===== config.mk =====
export PLATFORM = sky130hd
export DESIGN_NAME = dcache_ctrl
export DESIGN_NICKNAME = d
export VERILOG_FILES = /design/src/rtl/dcache_ctrl_pkg.sv /design/src/rtl/dcache_ctrl_array.sv /design/src/rtl/dcache_ctrl.sv
export SDC_FILE = /design/constraint.sdc
export NUM_CORES = 2
export LEC_CHECK = 0
export CELL_PAD_IN_SITES_DETAIL_PLACEMENT = 1
export CELL_PAD_IN_SITES_GLOBAL_PLACEMENT = 2
export CORE_MARGIN = 1.5
export CORE_UTILIZATION = 30
export CTS_BUF_LIST = sky130_fd_sc_hd__clkbuf_2
export DETAILED_ROUTE_END_ITERATION = 8
export GPL_ROUTABILITY_DRIVEN = 1
export GPL_TIMING_DRIVEN = 0
export PLACE_DENSITY_LB_ADDON = 0.1
export SLEW_MARGIN = 10
export SYNTH_ARGS = -nofsm -noshare
export SYNTH_HDL_FRONTEND = slang
export SYNTH_SLANG_ARGS = --single-unit

===== constraint.sdc =====
create_clock -name clk -period 17.75 [get_ports clk]
set_clock_uncertainty 0.15 [all_clocks]
set_input_delay 1.775 -clock clk [delete_from_list [all_inputs] [get_ports clk]]
set_output_delay 1.775 -clock clk [all_outputs]
set_load 0.1 [all_outputs]

===== src/rtl/dcache_ctrl_pkg.sv =====
`default_nettype none
// ============================================================================
// Module   : dcache_ctrl_pkg
// Brief    : Shared state encoding and address-split helpers for the D-cache.
// Revision : 1.0
// ============================================================================
package dcache_ctrl_pkg;

    typedef enum logic [2:0] {
        ST_IDLE      = 3'd0,
        ST_COMPARE   = 3'd1,
        ST_WRITEBACK = 3'd2,
        ST_ALLOCATE  = 3'd3,
        ST_FLUSH     = 3'd4,
        ST_DONE      = 3'd5
    } state_t;

    function automatic int calc_offset_w(input int block_w);
        return $clog2(block_w / 8);
    endfunction

    function automatic int calc_index_w(input int lines);
        return $clog2(lines);
    endfunction

    function automatic int calc_tag_w(input int word_w, input int block_w, input int lines);
        return word_w - calc_offset_w(block_w) - calc_index_w(lines);
    endfunction

    localparam int c_dflt_offset_w = calc_offset_w(128);
    localparam int c_dflt_index_w  = calc_index_w(16);
    localparam int c_dflt_tag_w    = calc_tag_w(32, 128, 16);

endpackage
`default_nettype wire


===== src/rtl/dcache_ctrl_array.sv =====
`default_nettype none
// ============================================================================
// Module   : dcache_array
// Brief    : Tag/valid/dirty/data storage, one async read port, one write port.
// Revision : 1.0
// ============================================================================
module dcache_array
    import dcache_ctrl_pkg::*;
#(
    parameter int TAG_W   = c_dflt_tag_w,
    parameter int INDEX_W = c_dflt_index_w,
    parameter int BLOCK_W = 128,
    parameter int LINES   = 16
) (
    input  logic               clk,
    input  logic               rst,
    input  logic [INDEX_W-1:0] i_rd_idx,
    output logic               o_rd_valid,
    output logic               o_rd_dirty,
    output logic [TAG_W-1:0]   o_rd_tag,
    output logic [BLOCK_W-1:0] o_rd_data,
    input  logic               i_we,
    input  logic [INDEX_W-1:0] i_wr_idx,
    input  logic               i_wr_valid,
    input  logic               i_wr_dirty,
    input  logic [TAG_W-1:0]   i_wr_tag,
    input  logic [BLOCK_W-1:0] i_wr_data
);

    logic [LINES-1:0]   r_valid;
    logic [LINES-1:0]   r_dirty;
    logic [TAG_W-1:0]   r_tag  [LINES];
    logic [BLOCK_W-1:0] r_data [LINES];

    // Only the status bits are reset; tag/data stay RAM-friendly.
    always_ff @(posedge clk) begin
        if (rst) begin
            r_valid <= '0;
            r_dirty <= '0;
        end else if (i_we) begin
            r_valid[i_wr_idx] <= i_wr_valid;
            r_dirty[i_wr_idx] <= i_wr_dirty;
        end
    end

    always_ff @(posedge clk) begin
        if (i_we) begin
            r_tag[i_wr_idx]  <= i_wr_tag;
            r_data[i_wr_idx] <= i_wr_data;
        end
    end

    assign o_rd_valid = r_valid[i_rd_idx];
    assign o_rd_dirty = r_dirty[i_rd_idx];
    assign o_rd_tag   = r_tag[i_rd_idx];
    assign o_rd_data  = r_data[i_rd_idx];

endmodule
`default_nettype wire


===== src/rtl/dcache_ctrl.sv =====
`default_nettype none
// ============================================================================
// Module   : dcache_ctrl
// Brief    : Direct-mapped write-back/write-allocate D-cache with halt flush.
//            Optional hit/miss counters when DCACHE_STATS_EN is defined.
// Revision : 1.0
// ============================================================================
module dcache_ctrl
    import dcache_ctrl_pkg::*;
#(
    parameter int WORD_W  = 32,
    parameter int BLOCK_W = 128,
    parameter int LINES   = 16,
    parameter int MEM_LAT = 2
) (
    input  logic               clk,
    input  logic               rst,
    input  logic               cpu_req,
    input  logic               cpu_we,
    input  logic [WORD_W-1:0]  cpu_addr,
    input  logic [WORD_W-1:0]  cpu_wdata,
    output logic [WORD_W-1:0]  cpu_rdata,
    output logic               cpu_ready,
    input  logic               halt,
    output logic [WORD_W-1:0]  mem_addr,
    output logic               mem_rd,
    output logic               mem_wr,
    output logic [BLOCK_W-1:0] mem_wdata,
    input  logic [BLOCK_W-1:0] mem_rdata,
    output logic               mem_flush,
    output logic [31:0]        hit_cnt,
    output logic [31:0]        miss_cnt
);

    localparam int c_offset_w = calc_offset_w(BLOCK_W);
    localparam int c_index_w  = calc_index_w(LINES);
    localparam int c_tag_w    = calc_tag_w(WORD_W, BLOCK_W, LINES);
    localparam int c_wsel_w   = c_offset_w - 2;
    localparam int c_cnt_w    = $clog2(MEM_LAT + 1);

    localparam logic [c_cnt_w-1:0]   c_cnt_init = c_cnt_w'(MEM_LAT - 1);
    localparam logic [c_index_w-1:0] c_last_idx = c_index_w'(LINES - 1);

    state_t                r_state;
    logic [c_tag_w-1:0]    r_tag;
    logic [c_index_w-1:0]  r_idx;
    logic [c_wsel_w-1:0]   r_wsel;
    logic                  r_we;
    logic [WORD_W-1:0]     r_wdata;
    logic [WORD_W-1:0]     r_mem_addr;
    logic                  r_mem_rd;
    logic                  r_mem_wr;
    logic [BLOCK_W-1:0]    r_mem_wdata;
    logic                  r_mem_flush;
    logic [c_cnt_w-1:0]    r_cnt;
    logic [c_index_w-1:0]  r_ptr;
    logic                  r_flushing;
    logic                  r_refilled;

    logic [c_tag_w-1:0]    w_cpu_tag;
    logic [c_index_w-1:0]  w_cpu_idx;
    logic [c_index_w-1:0]  w_rd_idx;
    logic                  w_rd_valid;
    logic                  w_rd_dirty;
    logic [c_tag_w-1:0]    w_rd_tag;
    logic [BLOCK_W-1:0]    w_rd_data;
    logic                  w_hit;
    logic                  w_acc_victim;
    logic [WORD_W-1:0]     w_word;
    logic [BLOCK_W-1:0]    w_store_line;
    logic                  w_we;
    logic [c_index_w-1:0]  w_wr_idx;
    logic                  w_wr_dirty;
    logic [c_tag_w-1:0]    w_wr_tag;
    logic [BLOCK_W-1:0]    w_wr_data;
    logic                  w_unused;

    assign w_cpu_tag = cpu_addr[WORD_W-1 -: c_tag_w];
    assign w_cpu_idx = cpu_addr[c_offset_w +: c_index_w];
    assign w_unused  = ^{cpu_addr[1:0], r_refilled};

    // The single read port looks up the incoming address while idle so the
    // writeback address is already on mem_addr when the strobe rises.
    always_comb begin
        w_rd_idx = r_idx;
        if (r_state == ST_IDLE) begin
            w_rd_idx = w_cpu_idx;
        end else if (r_flushing) begin
            w_rd_idx = r_ptr;
        end
    end

    dcache_array #(
        .TAG_W   (c_tag_w),
        .INDEX_W (c_index_w),
        .BLOCK_W (BLOCK_W),
        .LINES   (LINES)
    ) u_array (
        .clk        (clk),
        .rst        (rst),
        .i_rd_idx   (w_rd_idx),
        .o_rd_valid (w_rd_valid),
        .o_rd_dirty (w_rd_dirty),
        .o_rd_tag   (w_rd_tag),
        .o_rd_data  (w_rd_data),
        .i_we       (w_we),
        .i_wr_idx   (w_wr_idx),
        .i_wr_valid (1'b1),
        .i_wr_dirty (w_wr_dirty),
        .i_wr_tag   (w_wr_tag),
        .i_wr_data  (w_wr_data)
    );

    assign w_hit        = w_rd_valid && (w_rd_tag == r_tag);
    assign w_acc_victim = w_rd_valid && w_rd_dirty && (w_rd_tag != w_cpu_tag);

    // Word 0 sits in the most significant bits of the line.
    assign w_word = w_rd_data[BLOCK_W-1-int'(r_wsel)*WORD_W -: WORD_W];

    always_comb begin
        w_store_line = w_rd_data;
        w_store_line[BLOCK_W-1-int'(r_wsel)*WORD_W -: WORD_W] = r_wdata;
    end

    always_comb begin
        w_we       = 1'b0;
        w_wr_idx   = r_idx;
        w_wr_dirty = 1'b0;
        w_wr_tag   = r_tag;
        w_wr_data  = mem_rdata;
        case (r_state)
            ST_COMPARE: begin
                if (w_hit && r_we) begin
                    w_we       = 1'b1;
                    w_wr_dirty = 1'b1;
                    w_wr_data  = w_store_line;
                end
            end
            ST_ALLOCATE: begin
                w_we = r_mem_rd && (r_cnt == '0);
            end
            ST_WRITEBACK: begin
                // Flush writebacks only clear dirty; tag and data are kept.
                if (r_flushing && r_mem_wr && (r_cnt == '0)) begin
                    w_we      = 1'b1;
                    w_wr_idx  = r_ptr;
                    w_wr_tag  = w_rd_tag;
                    w_wr_data = w_rd_data;
                end
            end
            default: ;
        endcase
    end

    always_ff @(posedge clk) begin
        if (rst) begin
            r_state     <= ST_IDLE;
            r_tag       <= '0;
            r_idx       <= '0;
            r_wsel      <= '0;
            r_we        <= 1'b0;
            r_wdata     <= '0;
            r_mem_addr  <= '0;
            r_mem_rd    <= 1'b0;
            r_mem_wr    <= 1'b0;
            r_mem_wdata <= '0;
            r_mem_flush <= 1'b0;
            r_cnt       <= '0;
            r_ptr       <= '0;
            r_flushing  <= 1'b0;
            r_refilled  <= 1'b0;
        end else begin
            case (r_state)
                ST_IDLE: begin
                    if (halt) begin
                        r_state    <= ST_FLUSH;
                        r_ptr      <= '0;
                        r_flushing <= 1'b1;
                    end else if (cpu_req) begin
                        r_state     <= ST_COMPARE;
                        r_tag       <= w_cpu_tag;
                        r_idx       <= w_cpu_idx;
                        r_wsel      <= cpu_addr[2 +: c_wsel_w];
                        r_we        <= cpu_we;
                        r_wdata     <= cpu_wdata;
                        r_refilled  <= 1'b0;
                        r_mem_wdata <= w_rd_data;
                        r_mem_addr  <= w_acc_victim
                                     ? {w_rd_tag, w_cpu_idx, {c_offset_w{1'b0}}}
                                     : {w_cpu_tag, w_cpu_idx, {c_offset_w{1'b0}}};
                    end
                end
                ST_COMPARE: begin
                    if (w_hit) begin
                        r_state <= ST_IDLE;
                    end else if (w_rd_valid && w_rd_dirty) begin
                        r_state  <= ST_WRITEBACK;
                        r_mem_wr <= 1'b1;
                        r_cnt    <= c_cnt_init;
                    end else begin
                        r_state  <= ST_ALLOCATE;
                        r_mem_rd <= 1'b1;
                        r_cnt    <= c_cnt_init;
                    end
                end
                ST_WRITEBACK: begin
                    if (!r_mem_wr) begin
                        r_mem_wr <= 1'b1;
                        r_cnt    <= c_cnt_init;
                    end else if (r_cnt == '0) begin
                        r_mem_wr <= 1'b0;
                        if (!r_flushing) begin
                            r_state    <= ST_ALLOCATE;
                            r_mem_addr <= {r_tag, r_idx, {c_offset_w{1'b0}}};
                        end else if (r_ptr == c_last_idx) begin
                            r_state     <= ST_DONE;
                            r_mem_flush <= 1'b1;
                        end else begin
                            r_state <= ST_FLUSH;
                            r_ptr   <= r_ptr + 1'b1;
                        end
                    end else begin
                        r_cnt <= r_cnt - 1'b1;
                    end
                end
                ST_ALLOCATE: begin
                    // Entered with the strobe low after a writeback: that
                    // cycle is the mandatory gap between strobes.
                    if (!r_mem_rd) begin
                        r_mem_rd <= 1'b1;
                        r_cnt    <= c_cnt_init;
                    end else if (r_cnt == '0) begin
                        r_mem_rd   <= 1'b0;
                        r_refilled <= 1'b1;
                        r_state    <= ST_COMPARE;
                    end else begin
                        r_cnt <= r_cnt - 1'b1;
                    end
                end
                ST_FLUSH: begin
                    if (w_rd_valid && w_rd_dirty) begin
                        r_state     <= ST_WRITEBACK;
                        r_mem_addr  <= {w_rd_tag, r_ptr, {c_offset_w{1'b0}}};
                        r_mem_wdata <= w_rd_data;
                    end else if (r_ptr == c_last_idx) begin
                        r_state     <= ST_DONE;
                        r_mem_flush <= 1'b1;
                    end else begin
                        r_ptr <= r_ptr + 1'b1;
                    end
                end
                ST_DONE: begin
                    r_mem_flush <= 1'b1;
                end
                default: begin
                    r_state <= ST_IDLE;
                end
            endcase
        end
    end

    assign cpu_ready = (r_state == ST_COMPARE) && w_hit;
    assign cpu_rdata = (cpu_ready && !r_we) ? w_word : '0;
    assign mem_addr  = r_mem_addr;
    assign mem_rd    = r_mem_rd;
    assign mem_wr    = r_mem_wr;
    assign mem_wdata = r_mem_wdata;
    assign mem_flush = r_mem_flush;

`ifdef DCACHE_STATS_EN
    logic [31:0] r_hit_cnt;
    logic [31:0] r_miss_cnt;

    // The hit that follows a refill is not a first-pass hit.
    always_ff @(posedge clk) begin
        if (rst) begin
            r_hit_cnt  <= '0;
            r_miss_cnt <= '0;
        end else if (r_state == ST_COMPARE) begin
            if (!w_hit) begin
                r_miss_cnt <= r_miss_cnt + 32'd1;
            end else if (!r_refilled) begin
                r_hit_cnt <= r_hit_cnt + 32'd1;
            end
        end
    end

    assign hit_cnt  = r_hit_cnt;
    assign miss_cnt = r_miss_cnt;
`else
    assign hit_cnt  = '0;
    assign miss_cnt = '0;
`endif

endmodule
`default_nettype wire


==> summary.md <==
| Metric | Value |
|---|---|
| Hold_ws | `0.141 ns` |
| Crit path required time | `15.83 ns` |
| Setup TNS | `0 ns` |
| # rows | `224` |
| Worst Setup Path Type | `flip-flop to output pin` |
| Fin nets | `11184` |
| Largest net degree at the start of global routing | `22` |
| Fin. Hold Viols | `0` |
| CP max stage cell | `clkdlybuf4s50_1` |
| Via Count | `92299` |
| Yosys warnings | `0` |
| RSZ-0062 raised after global routing | `false` |
| Core area | `373000 um^2` |
| Post-place instance area | `129000 um^2` |
| Pwr/cell area | `198 nW/um^2` |
| Finished Layout Cells | `16579` |
| Fin crit period | `15.23 ns` |
| Design area | `136000 um^2` |
| Dpl ws | `3.47 ns` |
| Area leader, netlist | `edfxtp_1` |
| Top Ports | `457` |
| CP top delay family | `buffers and inverters` |
| Share of layout cells above drive strength 1 | `16.4%` |
| Vias in the first global route | `91349` |
| Post-synth EDFFs | `2432` |
| Met1 WL | `246000 um` |
| Initial DRC Count | `11032` |
| Initial antenna violation count | `53` |
| Gr ovfl total | `0` |
| WP data arrival | `13.30 ns` |
| Post-synthesis sequential area ratio | `69.4%` |
| Tot Pwr | `26.9 mW` |
| Dpl hpwl | `446000 um` |
| Deepest clock path buffer count | `4` |
| Die area | `380000 um^2` |
| Routed vias/inst | `5.57` |
| H-Tree Depth | `6` |
| Top sig layer | `met5` |
| Die height | `616 um` |
| Placed Cells | `15179` |
| Distinct cell type count after synthesis | `80` |
| Worst Max-Slew Pin Slew | `1.57 ns` |
| Max-Cap Viols | `3` |
| CTS clk-pin slew, worst paths | `0.12 ns` |
| DRT antenna net count | `0` |
| Ranking of synthesized cells by area | `edfxtp_1 (65%), nand2_1 (8.9%), dfxtp_1 (4.7%)` |
| Syn Inst Count | `9517` |
| CTS tree | `built` |
| Global-route usage over all layers | `30.6%` |
| Final setup vio count | `0` |
| Setup Fix Bufs, Post-CTS | `0` |
| WP buf/inv | `13` |
| Sink Count | `2696` |
| Headroom to the max-slew limit | `-5.09%` |
| Final setup margin | `2.52 ns` |
| Async SR Flop Fraction | `0%` |
| Total CTS buffers | `746` |
| Routability cong. | `0.921` |
| Failing checks | `max-capacitance violations, max-slew violations` |
| CP endpoint kind | `output pin` |
| Fmax | `65.7 MHz` |
| Cells along the critical path | `or3_1 -> buf_2 -> buf_6 -> a21oi_2 -> buf_4 -> buf_4 -> buf_2 -> buf_4 -> clkbuf_2 -> buf_12 -> buf_2 -> buf_2 -> clkbuf_1 -> buf_2 -> nand2_1 -> nand3_1 -> nand3_1 -> a31oi_1 -> mux2i_1 -> a211oi_1 -> clkdlybuf4s50_1` |
| Met3 wire length | `49700 um` |
| Routed WL | `599000 um` |
| Util after Layout | `36.5%` |
| #FFs+latches synth | `2696` |
| Initial Utilization | `30.2%` |
| First-pass GRT wire length | `795000 um` |
| Pre-antenna DRT Iters | `6` |
| Area growth, synth to finish | `20.7%` |
| CTS root buffer | `clkbuf_2` |
| Crit-path most repeated cell | `buf_2` |
| Fill cell count | `40940` |
| Run status | `complete, but fails checks` |
| Peak VDD IR | `94.8 uV` |
| Mapped Area | `113000 um^2` |
| Max stage delay on crit path | `1.34 ns` |
| Chip Width | `616 um` |
| Crit Path Max Fanout | `12` |
| Leak | `48.2 nW` |
| Post-DR wirelength/cell | `36.1 um` |
| Hold crit path type | `input pin to flip-flop` |
| Worst Setup Start Kind | `flip-flop` |
| Period utilisation layout | `85.8%` |
| Routed wl met2 | `263000 um` |
| Post-synth top flop | `edfxtp_1` |
| Final Slew Violations | `5` |
| Yosys top cell area share | `64.7%` |
| Avg Inst Size Synth | `11.9 um^2` |
| Drt drc | `0` |
| Worst-Skew Late Latency | `2.35 ns` |
| Port bufs | `385` |
cells by family after synthesis:
group                    Yosys count  synth area share, %
adder cells (fa/ha/maj)            1               0.0111
AND/OR/NAND/NOR                 4344                 16.4
multiplexers                     192                 1.85
other                              1              0.00332
AO/OA/AOI/OAI                   1449                 8.95
flip-flops                      2696                 69.4
XOR/XNOR                          40                0.311
buffers and inverters            794                 3.08
cell usage in the layout (no fill, tap or decap), types with 21 or more instances in the layout:
cell	n
a211oi_1	81
a21o_1	76
a21oi_1	362
a221o_1	60
a221oi_1	28
a22oi_1	27
a311oi_1	285
a31o_2	60
a31oi_1	56
a31oi_2	28
and2_1	22
and3_1	149
buf_1	92
buf_12	93
buf_16	100
buf_2	138
buf_4	89
buf_6	32
clkbuf_1	390
clkbuf_2	1199
clkdlybuf4s50_1	385
clkinv_1	144
conb_1	68
dfxtp_1	264
diode_2	36
dlygate4sd3_1	30
edfxtp_1	2432
mux2i_1	168
nand2_1	2680
nand3_1	1049
nor2_1	313
nor3_1	27
o21ai_0	167
o22ai_1	40
xor2_1	21
per-layer routing:
metal  track usage [%]  vias to the layer above
met4              18.4                       19
met5             0.240                        -
met3              6.64                     1213
li1                  -                    38303
met1              40.0                    48068
met2              46.6                     4696
registers in the layout, indices dropped and copies added (netlist names), 2 cells and up:
| name | count |
|---|---|
| r_ptr | 4 |
| u_array.r_dirty | 16 |
| r_wdata | 32 |
| r_cnt | 2 |
| mem_addr | 28 |
| u_array.r_valid | 16 |
| r_idx | 4 |
| u_array.r_tag | 384 |
| r_state | 3 |
| r_wsel | 2 |
| u_array.r_data | 2048 |
| r_tag | 24 |
| mem_wdata | 128 |
worst paths after layout:
kind                                         end                   startpoint  cells past startpoint  slack [ns]
hold reg to reg      mem_wdata[127]$_SDFFE_PP0P_  mem_wdata[127]$_SDFFE_PP0P_                      2        0.31
hold / removal            r_wsel[0]$_SDFFE_PP0P_                  cpu_addr[2]                      3        0.14
setup reg to reg  u_array.r_data[0][0]$_DFFE_PP_      r_state[1]$_SDFFE_PP0P_                     21        7.81
setup / recovery                   cpu_rdata[19]      r_state[1]$_SDFFE_PP0P_                     21        2.52
power by group:
| part | switching [mW] | internal (mW) | total (mW) | leakage, nW |
|---|---|---|---|---|
| Clock | 2.90 | 1.86 | 4.76 | 5.23 |
| Sequential | 0.182 | 7.07 | 7.25 | 24.3 |
| Combinational | 11.6 | 3.26 | 14.9 | 18.6 |
| Total | 14.7 | 12.2 | 26.9 | 48.2 |
worst min-delay path, stage by stage:
cell	delay, ns
clkdlybuf4s50_1	0.51
nand2_1	0.20
a21oi_1	0.08
final cells by class:
type | instances | area [um^2] | area share (%)
antenna | 36 | 90.1 | 0.0662
clock inverter | 206 | 1240 | 0.909
inverter | 19 | 71.3 | 0.0524
multi-input combinational | 6094 | 31800 | 23.3
clock buffer | 1127 | 5640 | 4.14
buffer | 775 | 3500 | 2.57
timing repair buffer | 654 | 9280 | 6.81
tap | 4972 | 6220 | 4.57
sequential | 2696 | 78300 | 57.5
cells in the mapped netlist, types with 8 or more instances:
cell,n
o211ai_1,19
a31o_2,60
a311oi_1,285
nand3b_1,15
a32oi_1,9
mux2_2,10
o21ba_2,15
edfxtp_1,2432
dfxtp_1,264
buf_2,129
xor2_1,21
and2_1,22
nand4_1,14
nand3_1,1049
a221oi_1,28
and3_1,149
buf_4,78
or3_1,8
a21o_1,76
nor2b_1,15
a222oi_1,10
mux2i_1,169
mux4_2,12
a211oi_1,91
a22oi_1,27
o21ai_0,183
o211a_1,19
inv_1,19
nand2b_1,9
nor3_1,30
o22ai_1,40
nand2_1,2680
a221o_1,60
clkbuf_1,462
nor2_1,313
a21oi_1,378
a211o_1,10
a31oi_1,85
buf_1,101
xnor2_1,19
o21a_1,10
repair_timing:
action | in CTS | in global routing
resized for setup | 0 | 0
endpoints found under the hold margin | 53 | 0
hold buffers | 30 | 0
Note: power is estimated with default switching activity, not from simulation.
